==> src/rtl/alu_seq_pkg.sv <==
// ============================================================================
// alu_seq_pkg : opcode table and FSM state encoding shared by ALU decode.
// Revision    : 1.0
// ============================================================================
`default_nettype none

package alu_seq_pkg;

  localparam logic [3:0] OP_AND  = 4'b0000;
  localparam logic [3:0] OP_OR   = 4'b0001;
  localparam logic [3:0] OP_ADD  = 4'b0010;
  localparam logic [3:0] OP_SRL  = 4'b0011;
  localparam logic [3:0] OP_SLL  = 4'b0100;
  localparam logic [3:0] OP_SRA  = 4'b0101;
  localparam logic [3:0] OP_SUB  = 4'b0110;
  localparam logic [3:0] OP_SLT  = 4'b0111;
  localparam logic [3:0] OP_XOR  = 4'b1000;
  localparam logic [3:0] OP_NOR  = 4'b1001;
  localparam logic [3:0] OP_SLTU = 4'b1010;
  localparam logic [3:0] OP_MULU = 4'b1100;
  localparam logic [3:0] OP_DIVU = 4'b1101;

  typedef enum logic [1:0] {
    ST_IDLE = 2'd0,
    ST_BUSY = 2'd1,
    ST_DONE = 2'd2
  } state_t;

endpackage

`default_nettype wire

==> src/rtl/muldiv_iter.sv <==
// ============================================================================
// muldiv_iter : one-bit-per-cycle unsigned shift-add multiply / restoring divide.
// Revision    : 1.0
// ============================================================================
`default_nettype none

module muldiv_iter #(
  parameter int WIDTH = 32,
  localparam int SHW = $clog2(WIDTH)
) (
  input  logic             clk,
  input  logic             reset,
  input  logic             i_start,
  input  logic             i_busy,
  input  logic             i_is_div,
  input  logic [WIDTH-1:0] i_a,
  input  logic [WIDTH-1:0] i_b,
  output logic             o_done,
  output logic [WIDTH-1:0] o_hi,
  output logic [WIDTH-1:0] o_lo
);

  localparam logic [SHW-1:0] C_LAST = SHW'(WIDTH - 1);

  logic [SHW-1:0]   r_cnt;
  logic             r_is_div;
  logic [WIDTH-1:0] r_hi;
  logic [WIDTH-1:0] r_lo;
  logic [WIDTH-1:0] r_b;

  logic [WIDTH:0]   w_msum;
  logic [WIDTH:0]   w_shift;
  logic [WIDTH:0]   w_dsub;
  logic [WIDTH-1:0] w_hi_nxt;
  logic [WIDTH-1:0] w_lo_nxt;

  assign w_msum  = {1'b0, r_hi} + (r_lo[0] ? {1'b0, r_b} : '0);
  assign w_shift = {r_hi, r_lo[WIDTH-1]};
  assign w_dsub  = w_shift - {1'b0, r_b};

  always_comb begin
    w_hi_nxt = w_msum[WIDTH:1];
    w_lo_nxt = {w_msum[0], r_lo[WIDTH-1:1]};
    if (r_is_div) begin
      // Borrow out of the WIDTH+1 bit subtract means the divisor did not fit.
      if (!w_dsub[WIDTH]) begin
        w_hi_nxt = w_dsub[WIDTH-1:0];
        w_lo_nxt = {r_lo[WIDTH-2:0], 1'b1};
      end else begin
        w_hi_nxt = w_shift[WIDTH-1:0];
        w_lo_nxt = {r_lo[WIDTH-2:0], 1'b0};
      end
    end
  end

  always_ff @(posedge clk or posedge reset) begin
    if (reset) begin
      r_cnt    <= '0;
      r_is_div <= 1'b0;
      r_hi     <= '0;
      r_lo     <= '0;
      r_b      <= '0;
    end else if (i_start) begin
      r_cnt    <= '0;
      r_is_div <= i_is_div;
      r_hi     <= '0;
      r_lo     <= i_a;
      r_b      <= i_b;
    end else if (i_busy) begin
      r_cnt <= r_cnt + 1'b1;
      r_hi  <= w_hi_nxt;
      r_lo  <= w_lo_nxt;
    end
  end

  // hi/lo present the value after the current step so the final step's
  // result can be captured on the same edge that leaves BUSY.
  assign o_done = i_busy && (r_cnt == C_LAST);
  assign o_hi   = w_hi_nxt;
  assign o_lo   = w_lo_nxt;

endmodule

`default_nettype wire

==> src/rtl/alu_seq.sv <==
// ============================================================================
// alu_seq : registered multicycle ALU with valid/ready handshakes and MULU/DIVU.
// Revision: 1.0
// ============================================================================
`default_nettype none

module alu_seq
  import alu_seq_pkg::*;
#(
  parameter int WIDTH = 32,
  localparam int SHW = $clog2(WIDTH)
) (
  input  logic             clk,
  input  logic             reset,
  input  logic             in_valid,
  output logic             in_ready,
  input  logic [3:0]       op,
  input  logic [WIDTH-1:0] a,
  input  logic [WIDTH-1:0] b,
  input  logic [SHW-1:0]   shamt,
  output logic             out_valid,
  input  logic             out_ready,
  output logic [WIDTH-1:0] result,
  output logic [WIDTH-1:0] result_hi,
  output logic             zero,
  output logic             neg,
  output logic             ovf,
  output logic [1:0]       err
);

  localparam int MSB = WIDTH - 1;

  state_t r_state, w_state_nxt;
  logic   w_accept, w_start, w_long, w_md_done;

  logic [WIDTH-1:0] w_md_hi, w_md_lo;
  logic [WIDTH-1:0] w_sum, w_diff, w_res, w_res_hi;
  logic             w_ovf;
  logic [1:0]       w_err;

  logic [WIDTH-1:0] r_result, r_result_hi;
  logic             r_zero, r_neg, r_ovf;
  logic [1:0]       r_err;

  assign w_sum  = a + b;
  assign w_diff = a - b;
  assign w_long = (op == OP_MULU) || ((op == OP_DIVU) && (b != '0));

  always_comb begin
    w_res    = '0;
    w_res_hi = '0;
    w_ovf    = 1'b0;
    w_err    = 2'b00;
    case (op)
      OP_AND:  w_res = a & b;
      OP_OR:   w_res = a | b;
      OP_ADD: begin
        w_res = w_sum;
        w_ovf = (a[MSB] == b[MSB]) && (w_sum[MSB] != a[MSB]);
      end
      OP_SUB: begin
        w_res = w_diff;
        w_ovf = (a[MSB] != b[MSB]) && (w_diff[MSB] != a[MSB]);
      end
      OP_SLT:  w_res = {{(WIDTH-1){1'b0}}, ($signed(a) < $signed(b))};
      OP_SLTU: w_res = {{(WIDTH-1){1'b0}}, (a < b)};
      OP_SRL:  w_res = b >> shamt;
      OP_SLL:  w_res = b << shamt;
      OP_SRA:  w_res = $signed(b) >>> shamt;
      OP_XOR:  w_res = a ^ b;
      OP_NOR:  w_res = ~(a | b);
      OP_MULU: w_res = '0;
      // Only reached on the single-cycle path, i.e. divide by zero.
      OP_DIVU: begin
        w_res    = '1;
        w_res_hi = a;
        w_err    = 2'b01;
      end
      default: w_err = 2'b10;
    endcase
  end

  always_ff @(posedge clk or posedge reset) begin
    if (reset) r_state <= ST_IDLE;
    else       r_state <= w_state_nxt;
  end

  always_comb begin
    w_state_nxt = r_state;
    w_accept    = 1'b0;
    w_start     = 1'b0;
    case (r_state)
      ST_IDLE: begin
        if (in_valid) begin
          w_accept = 1'b1;
          if (w_long) begin
            w_start     = 1'b1;
            w_state_nxt = ST_BUSY;
          end else begin
            w_state_nxt = ST_DONE;
          end
        end
      end
      ST_BUSY: if (w_md_done) w_state_nxt = ST_DONE;
      ST_DONE: if (out_ready) w_state_nxt = ST_IDLE;
      default: w_state_nxt = ST_IDLE;
    endcase
  end

  muldiv_iter #(.WIDTH(WIDTH)) u_muldiv (
    .clk      (clk),
    .reset    (reset),
    .i_start  (w_start),
    .i_busy   (r_state == ST_BUSY),
    .i_is_div (op == OP_DIVU),
    .i_a      (a),
    .i_b      (b),
    .o_done   (w_md_done),
    .o_hi     (w_md_hi),
    .o_lo     (w_md_lo)
  );

  always_ff @(posedge clk or posedge reset) begin
    if (reset) begin
      r_result    <= '0;
      r_result_hi <= '0;
      r_zero      <= 1'b0;
      r_neg       <= 1'b0;
      r_ovf       <= 1'b0;
      r_err       <= 2'b00;
    end else if (w_accept && !w_long) begin
      r_result    <= w_res;
      r_result_hi <= w_res_hi;
      r_zero      <= (w_res == '0);
      r_neg       <= w_res[MSB];
      r_ovf       <= w_ovf;
      r_err       <= w_err;
    end else if (w_md_done) begin
      r_result    <= w_md_lo;
      r_result_hi <= w_md_hi;
      r_zero      <= (w_md_lo == '0);
      r_neg       <= w_md_lo[MSB];
      r_ovf       <= 1'b0;
      r_err       <= 2'b00;
    end
  end

  assign in_ready  = (r_state == ST_IDLE) && !reset;
  assign out_valid = (r_state == ST_DONE);
  assign result    = r_result;
  assign result_hi = r_result_hi;
  assign zero      = r_zero;
  assign neg       = r_neg;
  assign ovf       = r_ovf;
  assign err       = r_err;

endmodule

`default_nettype wire
==> config.mk <==
export PLATFORM = sky130hd
export DESIGN_NAME = alu_seq
export DESIGN_NICKNAME = d
export VERILOG_FILES = /design/src/rtl/alu_seq_pkg.sv /design/src/rtl/muldiv_iter.sv /design/src/rtl/alu_seq.sv
export SDC_FILE = /design/constraint.sdc
export NUM_CORES = 1
export LEC_CHECK = 0
export CAP_MARGIN = 40
export CELL_PAD_IN_SITES_DETAIL_PLACEMENT = 1
export CELL_PAD_IN_SITES_GLOBAL_PLACEMENT = 1
export CORE_MARGIN = 2
export CORE_UTILIZATION = 44
export CTS_BUF_LIST = sky130_fd_sc_hd__clkbuf_2 sky130_fd_sc_hd__clkbuf_4 sky130_fd_sc_hd__clkbuf_8
export CTS_CLUSTER_SIZE = 14
export DETAILED_ROUTE_END_ITERATION = 16
export PLACE_DENSITY_LB_ADDON = 0.1
export SLEW_MARGIN = 20
export SYNTH_ARGS = -nofsm -noshare
export SYNTH_HDL_FRONTEND = slang
export SYNTH_SLANG_ARGS = --single-unit
export TNS_END_PERCENT = 50
==> constraint.sdc <==
create_clock -name clk -period 15.1 [get_ports clk]
set_input_delay 3.02 -clock clk [delete_from_list [all_inputs] [get_ports clk]]
set_output_delay 3.02 -clock clk [all_outputs]
set_load 0.01 [all_outputs]
# Yosys cells after proc, flatten, opt, wreduce, memory -nomap -nowiden
# Index checks and enable logic that the tools add are counted.
dict set report classes {
  n_mux 37
  n_shift 3
  add_sub_neg 5
  eq_ne 22
  reduce_logical 18
  n_lt_le_gt_ge 2
  bitwise_logic 4
}
# op n
set ops {}
lappend ops {{$mux W32} 13}
lappend ops {{$pmux W32 S12} 1}
lappend ops {{$logic_not A32 Y1} 2}
lappend ops {{$lt A32 B32 Y1} 2}
lappend ops {{$add A32 B33 Y33} 1}
lappend ops {{$sub A33 B32 Y33} 1}
lappend ops {{$add A32 B32 Y32} 1}
lappend ops {{$and A32 B32 Y32} 1}
lappend ops {{$not A32 Y32} 1}
lappend ops {{$or A32 B32 Y32} 1}
lappend ops {{$reduce_bool A32 Y1} 1}
lappend ops {{$shl A32 B5 Y32} 1}
lappend ops {{$shr A32 B5 Y32} 1}
lappend ops {{$sshr A32 B5 Y32} 1}
lappend ops {{$sub A32 B32 Y32} 1}
lappend ops {{$xor A32 B32 Y32} 1}
lappend ops {{$eq A4 B4 Y1 const B} 5}
lappend ops {{$eq A4 B3 Y1 const B} 4}
lappend ops {{$mux W1} 12}
lappend ops {{$mux W2} 6}
lappend ops {{$reduce_or A12 Y1} 1}
lappend ops {{$mux W5} 2}
lappend ops {{$eq A4 B2 Y1 const B} 2}
lappend ops {{$logic_and A1 B1 Y1} 6}
lappend ops {{18 further kinds} 23}
dict set report totals {
  regBits 173
  out_inout_bits 71
  inputBits 77
  elab_cells 103
}

# Longest topological paths before layout
# Gate-level depths: netlist of run 1.
dict set report logic_depth {
  depth_word 7
  mapped_depth 17
  depth_no_buf 16
}

# By module
# A second synthesis of run 1 with hierarchy kept.
dict set report unflattened {
  hier_cells 3006
  area_unflattened_um2 23458.7
}
# module area_each_um2 cells_each instances seq_area_each_um2
set by_module_without_submodules {}
lappend by_module_without_submodules {alu_seq 14116.0 1870 1 1751.7}
lappend by_module_without_submodules {muldiv_iter 9342.7 1136 1 2552.4}

# Worst setup path before layout of run 1
# Ideal clock, no wire load.
dict set report synth_timing {
  path_type {input port to flip-flop}
  start {in b[7]}
  end {reg r_result[31] (netlist: result[31])}
  path_buffers 1
  setup_ns 0.126
  setup_slack_ns 8.571
  arrival_ns 6.403
  cell_stages 15
  required_ns 14.974
  cell_sequence {buf_1 > inv_1 > ha_1 > or4_4 > or4_1 > a211oi_2 > o311ai_1 > and3b_1 > o21ai_2 > nand2_2 > o41a_1 > and2_1 > nor2_2 > o2111ai_1 > a221o_1}
}
dict set report synth_between {
  elab_chain_cells 6
  elab_cells_between_ends 13
  cone_classes {2 x add/sub; 3 x shift; 2 x mux; 6 x reduce/logical}
}
# element line
set synth_lines {}
lappend synth_lines {{from (decl)} alu_seq.sv:19} ;# input logic [WIDTH-1:0] b,
lappend synth_lines {{branches (longest 6 deep; another with $sub A32 B32 Y32)} -}
lappend synth_lines {{to (signal assigned)} alu_seq.sv:132} ;# r_result <= w_res;
lappend synth_lines {{to (signal assigned)} alu_seq.sv:139} ;# r_result <= w_md_lo;
lappend synth_lines {{to (decl)} alu_seq.sv:41} ;# logic [WIDTH-1:0] r_result, r_result_hi;
# Parallel ways; which one is timed is not known.
# A chain may end at the register's enable or synchronous reset.

# Final worst setup path of run 1
dict set report layout_timing {
  start {in b[16]}
  end {reg r_zero (netlist: zero)}
}
dict set report layout_between {
  elab_chain_cells 6
  elab_cells_between_ends 20
  cone_classes {2 x add/sub; 2 x order compare; 3 x shift; 2 x mux; 4 x bitwise; 7 x reduce/logical}
}
# element line
set layout_lines {}
lappend layout_lines {{branches (longest 6 deep; another with $sub A32 B32 Y32)} -}
lappend layout_lines {{to (signal assigned)} alu_seq.sv:134} ;# r_zero <= (w_res == '0);
lappend layout_lines {{to (signal assigned)} alu_seq.sv:141} ;# r_zero <= (w_md_lo == '0);
lappend layout_lines {{to (decl)} alu_seq.sv:42} ;# logic r_zero, r_neg, r_ovf;
# Parallel ways; which one is timed is not known.

==> results of run 1 <==
==> layout make-up <==
cell class                 instances  area [um2]  share of cell area [%]
antenna                            4        10.0                  0.0405
clock buffer                      18         248                    1.00
clock inverter                    14         171                   0.694
inverter                         163         617                    2.50
multi-input combinational       2279       16300                    65.9
sequential                       172        4310                    17.4
tap                              672         841                    3.41
timing repair buffer             232        2230                    9.04
==> report_power, final <==
group | total (uW) | switching, uW | internal [uW] | leakage [uW]
clock | 363 | 219 | 144 | 0.000210
combinational | 2080 | 1250 | 831 | 0.00843
sequential | 772 | 159 | 613 | 0.00220
total | 3220 | 1630 | 1590 | 0.0108
==> cells in the final DEF (no fill, tap or decap), types with 20 or more instances in the layout <==
| cell | n |
|---|---|
| buf_4 | 67 |
| mux2i_1 | 129 |
| nor4_1 | 27 |
| a221oi_1 | 21 |
| o21a_1 | 20 |
| a31oi_1 | 36 |
| a221o_1 | 28 |
| nand3_1 | 91 |
| mux2_2 | 36 |
| o221ai_1 | 49 |
| xor2_1 | 26 |
| a211oi_1 | 38 |
| nor2b_1 | 40 |
| xnor2_1 | 44 |
| ha_1 | 165 |
| a21o_1 | 70 |
| inv_1 | 159 |
| and2_1 | 44 |
| nand2_1 | 276 |
| o22ai_1 | 21 |
| nor3_1 | 54 |
| o21ai_0 | 210 |
| dfrtp_1 | 171 |
| o211ai_1 | 26 |
| o31ai_1 | 21 |
| nor2_1 | 191 |
| and3_1 | 24 |
| a21oi_1 | 208 |
| nand4_1 | 28 |
| nand2b_1 | 31 |
| o21bai_1 | 24 |
| mux4_2 | 46 |
| clkdlybuf4s50_1 | 140 |
==> final timing paths <==
kind                       cells past startpoint                       endpoint  slack [ns]                          start
hold reg to reg                                2          result[7]$_DFFE_PP0P_        0.51          result[7]$_DFFE_PP0P_
min in group asynchronous                      2      result_hi[26]$_DFFE_PP0P_        2.89                          reset
setup reg to reg                              17      result_hi[25]$_DFFE_PP0P_        9.77  u_muldiv.r_lo[31]$_DFFE_PP0P_
max in group asynchronous                      4  u_muldiv.r_hi[19]$_DFFE_PP0P_       11.18                          reset
setup / recovery                              16               zero$_DFFE_PP0P_        7.05                          b[16]
hold / removal                                 2          result[7]$_DFFE_PP0P_        0.51          result[7]$_DFFE_PP0P_
==> cells by family after synthesis <==
group | Yosys count | synth area share [%]
adders and majority gates | 169 | 9.73
muxes | 212 | 12.5
xor gates and xnor gates | 71 | 2.86
and+or+nand+nor | 881 | 19.2
DFF | 172 | 19.5
AOI/OAI and AO/OA | 946 | 29.0
buffers and inverters | 395 | 7.20
==> worst max-delay path, delay by kind of cell <==
family	cells	cell delay [ns]
simple gates	8	2.42
compound gates	4	1.49
buf+inv	3	1.12
fa+ha+maj	1	0.45
==> sequential cells by signal, summed over array words and instances, names as in the netlist <==
register,cells
result_hi,32
zero,1
u_muldiv.r_hi,32
ovf,1
result,32
u_muldiv.r_is_div,1
u_muldiv.r_b,32
u_muldiv.r_cnt,5
r_state,2
err,2
u_muldiv.r_lo,32
==> metal layers <==
metal	track usage, %	up-vias	part of all wire [%]
li1	-	10576	-
met1	55.6	12484	39
met2	67.7	1521	44
met3	10.4	393	9.4
met4	27.9	0	7.4
met5	0	-	0
==> stage by stage <==
| step | hold slack [ns] | setup slack [ns] | power [uW] | instances | area, um2 |
|---|---|---|---|---|---|
| 2_1_floorplan | 0.470 | 7.42 | 2090 | 2846 | 22000 |
| 3_3_place_gp | 0.481 | 6.29 | 2690 | 3498 | 24000 |
| 3_5_place_dp | 0.492 | 6.60 | 2790 | 3511 | 24100 |
| 4_1_cts | 0.516 | 7.21 | 3170 | 3543 | 24600 |
| 5_1_grt | 0.540 | 7.06 | 3400 | 3550 | 24700 |
| 6_report | 0.512 | 7.05 | 3220 | 3554 | 24700 |
==> run summary, run 1 <==
Placer Congestion - 1.06
Max cap viols - 0
PwrDens - 130 nW/um2
CTS resizes - 0
EDFF count, synth - 0
Vias - 24974
Worst skew pair latency - 0.57 ns
Antenna violations before repair - 4
Ports - 148
Initial drt markers - 2721
Number of synthesized register bits - 172
Total GRT Usage - 44.0%
Status - complete, no violations
Most used DFF post-synth - dfrtp_1
Worst setup SP type - primary input
Wirelength per Cell - 33.0 um
Die height - 228 um
Clock Tree Root - clkbuf_8
Yosys top cell area share - 19.5%
Critical path arrival - 8.51 ns
Worst Setup Path Type - primary input to register
Critical Path RT - 15.57 ns
Worst vdd ir - 135 uV
Worst-path fanout max - 11
Synth top area cells - dfrtp_1, ha_1, mux2i_1
CTS H-tree depth - 4
Vias in the first global route - 25065
Synth area leader - dfrtp_1
Total number of yosys warnings - 0
Post-DP HPWL - 88800 um
CP Cell Sequence - clkdlybuf4s50_1 > buf_8 > inv_1 > ha_1 > or4_1 > or3_1 > nor4_1 > a211oi_1 > and3_1 > a2111oi_0 > o21ai_0 > nor3_1 > nand4_1 > nor3_1 > nand4_1 > o32ai_1
Final Hold Viols - 0
PortBufs - 147
Avg Synthesized Cell Area - 7.74 um2
Final min period - 8.05 ns
Routed WL - 117000 um
Cells after Synth - 2846
CP max stage delay - 0.67 ns
Ys async rst share - 100%
Post-Syn Nets - 3092
Gr ovfl total - 0
Share of layout cells above drive strength 1 - 9.24%
Hold_buf cts - 0
Clock Sinks - 172
Area growth from synthesis to layout - 12.0%
# DRC - 0
Final Max Slew Viols - 0
Die extent in x - 228 um
Fin nets - 3111
Drt via density - 7.03
Synthesized cell area - 22000 um2
Top post-synthesis cells by count - nand2_1, o21ai_0, a21oi_1
Unique masters post-synth - 91
Most common cell in the netlist - nand2_1
CP Capture Type - register
Die area - 51900 um2
Rel. slew slack - 36.8%
Hold Crit Class - register to register
Utilization after layout - 49.6%
Post-CTS setup buffer count - 0
First-pass DRT Iterations - 5
Clock buffer count from CTS - 17
Global-route wire length before repair - 172000 um
Tightest Pin Transition - 0.945 ns
Sequential fraction of the synthesis area - 19.5%
Final setup TNS - 0 ns
Num rows - 82
Post-route ant nets - 0
Final setup viols - 0
Clock-pin slew on the worst setup and hold paths - 0.11 ns
Clock tree from TritonCTS - built
CP max stage cell - clkdlybuf4s50_1
Largest net degree at the start of global routing - 61
Core Region - 49800 um2
RSZ-0062 raised after global routing - false
Fillcell total - 6078
Crit share post-route - 53.3%
Clk_skew - 0.0183 ns
P_leak - 0.0108 uW
Clock buffer depth - 2
Starting Density - 44.3%
Fmax - 124 MHz
No activity file was read; power rests on OpenSTA's default activity.
==> run 2, diff against run 1 <==
--- a/config.mk
+++ b/config.mk
@@ -9,7 +9,7 @@
 export CELL_PAD_IN_SITES_DETAIL_PLACEMENT = 1
 export CELL_PAD_IN_SITES_GLOBAL_PLACEMENT = 1
 export CORE_MARGIN = 2
-export CORE_UTILIZATION = 44
+export CORE_UTILIZATION = 42
 export CTS_BUF_LIST = sky130_fd_sc_hd__clkbuf_2 sky130_fd_sc_hd__clkbuf_4 sky130_fd_sc_hd__clkbuf_8
 export CTS_CLUSTER_SIZE = 14
 export DETAILED_ROUTE_END_ITERATION = 16
==> constraint.sdc (replaced) <==
create_clock -name clk -period 7.3 [get_ports clk]
set_input_delay 1.46 -clock clk [delete_from_list [all_inputs] [get_ports clk]]
set_output_delay 1.46 -clock clk [all_outputs]
set_load 0.01 [all_outputs]
==> run 2 against run 1 <==
Utilization decreased by 1.7 points. Clock power is 100% higher. Cell count is 1.0% higher. Non-clock buffer count up 27. Setup slack worse by 5.8 ns. Sequential cell count did not move. Register-to-register slack worse by 8.1 ns. Wire length rose by 4.8%. Die area is 4.7% higher. Total power rose by 110%. First-iteration DRC count is 2.6% lower. Critical path type unchanged. Critical endpoint unchanged. Largest power group unchanged.
==> run summary, run 2 (synthesized netlist as in run 1, its figures left out) <==
Clock buffer depth - 2
Worst Setup Path Type - primary input to register
Max cap viols - 0
RSZ-0062 raised after global routing - false
Post-DP HPWL - 95600 um
Die area - 54300 um2
Dpl ws - 0.648 ns
Vias - 25155
Area growth from synthesis to layout - 12.3%
Worst-path fanout max - 12
CP Capture Type - register
Worst Path Buf+Inv - 3
Clock buffer count from CTS - 17
Vias in the first global route - 25015
Share of layout cells above drive strength 1 - 10.1%
Total GRT Usage - 44.6%
Largest net degree at the start of global routing - 71
Final Hold Viols - 0
Starting Density - 42.7%
CP max stage delay - 1.08 ns
CP max stage cell - clkdlybuf4s50_1
Tightest Pin Transition - 1.04 ns
Drt via density - 7.01
Commonest non-fill, non-tap cell in the layout - nand2_1
Placer Congestion - 1.05
Status - complete, no violations
Fin nets - 3138
Final setup TNS - 0 ns
Final Max Slew Viols - 0
Clock Sinks - 172
Ports - 148
Num rows - 83
Initial drt markers - 2651
PwrDens - 270 nW/um2
Critical path's top delay family - simple AND/OR/NAND/NOR gates
Clk_skew - 0.0393 ns
Wirelength per Cell - 34.2 um
Routed WL - 123000 um
CTS H-tree depth - 4
Clock Tree Root - clkbuf_8
Final setup viols - 0
Critical path arrival - 6.55 ns
# DRC - 0
Hold Crit Class - register to register
PortBufs - 147
Setup slack after layout - 1.22 ns
CTS resizes - 0
Worst vdd ir - 274 uV
Crit share post-route - 83.3%
Post-CTS setup buffer count - 0
Critical Path RT - 7.76 ns
Rel. slew slack - 30.4%
Die extent in x - 233 um
Post-route ant nets - 0
Gr ovfl total - 0
Global-route wire length before repair - 177000 um
Fmax - 164 MHz
Clock-pin slew on the worst setup and hold paths - 0.10 ns
Clock tree from TritonCTS - built
Most frequent cells in the layout - nand2_1, o21ai_0, a21oi_1
Hold_buf cts - 0
P_leak - 0.0109 uW
Worst setup SP type - primary input
Antenna violations before repair - 9
Final min period - 6.08 ns
Core Region - 51600 um2
CP Cell Sequence - clkdlybuf4s50_1 > inv_1 > ha_1 > or4_1 > or3_1 > nor4_1 > a211oi_1 > buf_2 > and3_1 > a2111oi_0 > o21ai_0 > nor3_1 > nand4_1 > nor3_1 > nand4_1 > o32ai_1
Die height - 233 um
Worst skew pair latency - 0.59 ns
First-pass DRT Iterations - 5
Fillcell total - 6313
run 2: cell count changes in the layout (fill, tap and decap cells not counted), sizes merged:
| cell | delta |
|---|---|
| clkinv | +2 |
| buf | +26 |
| diode | +1 |
| clkdlybuf4s50 | +1 |
| clkbuf | +1 |
| inv | -2 |
| clkinvlp | -1 |
run 2: power by group:
part	switching [uW]	internal (uW)
registers	339	1270
logic	2630	1720
clock network	447	291
total	3410	3280
run 2: tightest hold or removal path: cells and delay by family (launching register included):
family	cells	cell delay [ns]
flops	1	0.36
compound gates	2	0.12
run 2: worst paths after layout:
path                                             start                     endpoint  slack, ns  cells past startpoint
setup / recovery                                 b[15]             zero$_DFFE_PP0P_       1.22                     16
hold reg to reg                 result[10]$_DFFE_PP0P_       result[10]$_DFFE_PP0P_       0.52                      2
max in group asynchronous                        reset     result_hi[6]$_DFFE_PP0P_       4.69                      4
hold / removal                  result[10]$_DFFE_PP0P_       result[10]$_DFFE_PP0P_       0.52                      2
min in group asynchronous                        reset  u_muldiv.r_b[0]$_DFFE_PP0P_       1.42                      2
setup reg to reg           u_muldiv.r_b[0]$_DFFE_PP0P_    result_hi[10]$_DFFE_PP0P_       1.62                     17
run 2: layout make-up:
class	instances	area, um2	area share, %
Multi-Input combinational cell	2279	16300	65.7
Sequential cell	172	4310	17.4
Timing Repair Buffer	259	2310	9.35
Tap cell	680	851	3.44
Inverter	163	617	2.49
Clock buffer	19	255	1.03
Clock inverter	13	131	0.531
Antenna cell	5	12.5	0.0506
run 2: stage by stage:
| stage | std cells | hold WS [ns] | cell area (um2) | power, uW | util [%] |
|---|---|---|---|---|---|
| final | 3590 | 0.516 | 24700 | 6690 | 47.9 |
| after global routing | 3585 | 0.556 | 24700 | 7040 | 47.9 |
| after CTS | 3579 | 0.521 | 24700 | 6570 | 47.8 |
| after detailed placement | 3547 | 0.494 | 24300 | 5810 | 47.1 |
| after global placement | 3540 | 0.481 | 24200 | 5610 | 46.9 |
| after floorplan | 2846 | 0.470 | 22000 | 4320 | - |
run 2: routing by layer:
| metal | vias to the layer above | GRT usage (%) | wire [um] | part of all wire, % |
|---|---|---|---|---|
| li1 | 10629 | - | - | - |
| met1 | 12737 | 55.8 | 48000 | 39 |
| met2 | 1409 | 68.7 | 54000 | 44 |
| met3 | 372 | 10.7 | 11700 | 9.5 |
| met4 | 8 | 28.9 | 9210 | 7.5 |
| met5 | - | 0 | 49 | 0.040 |
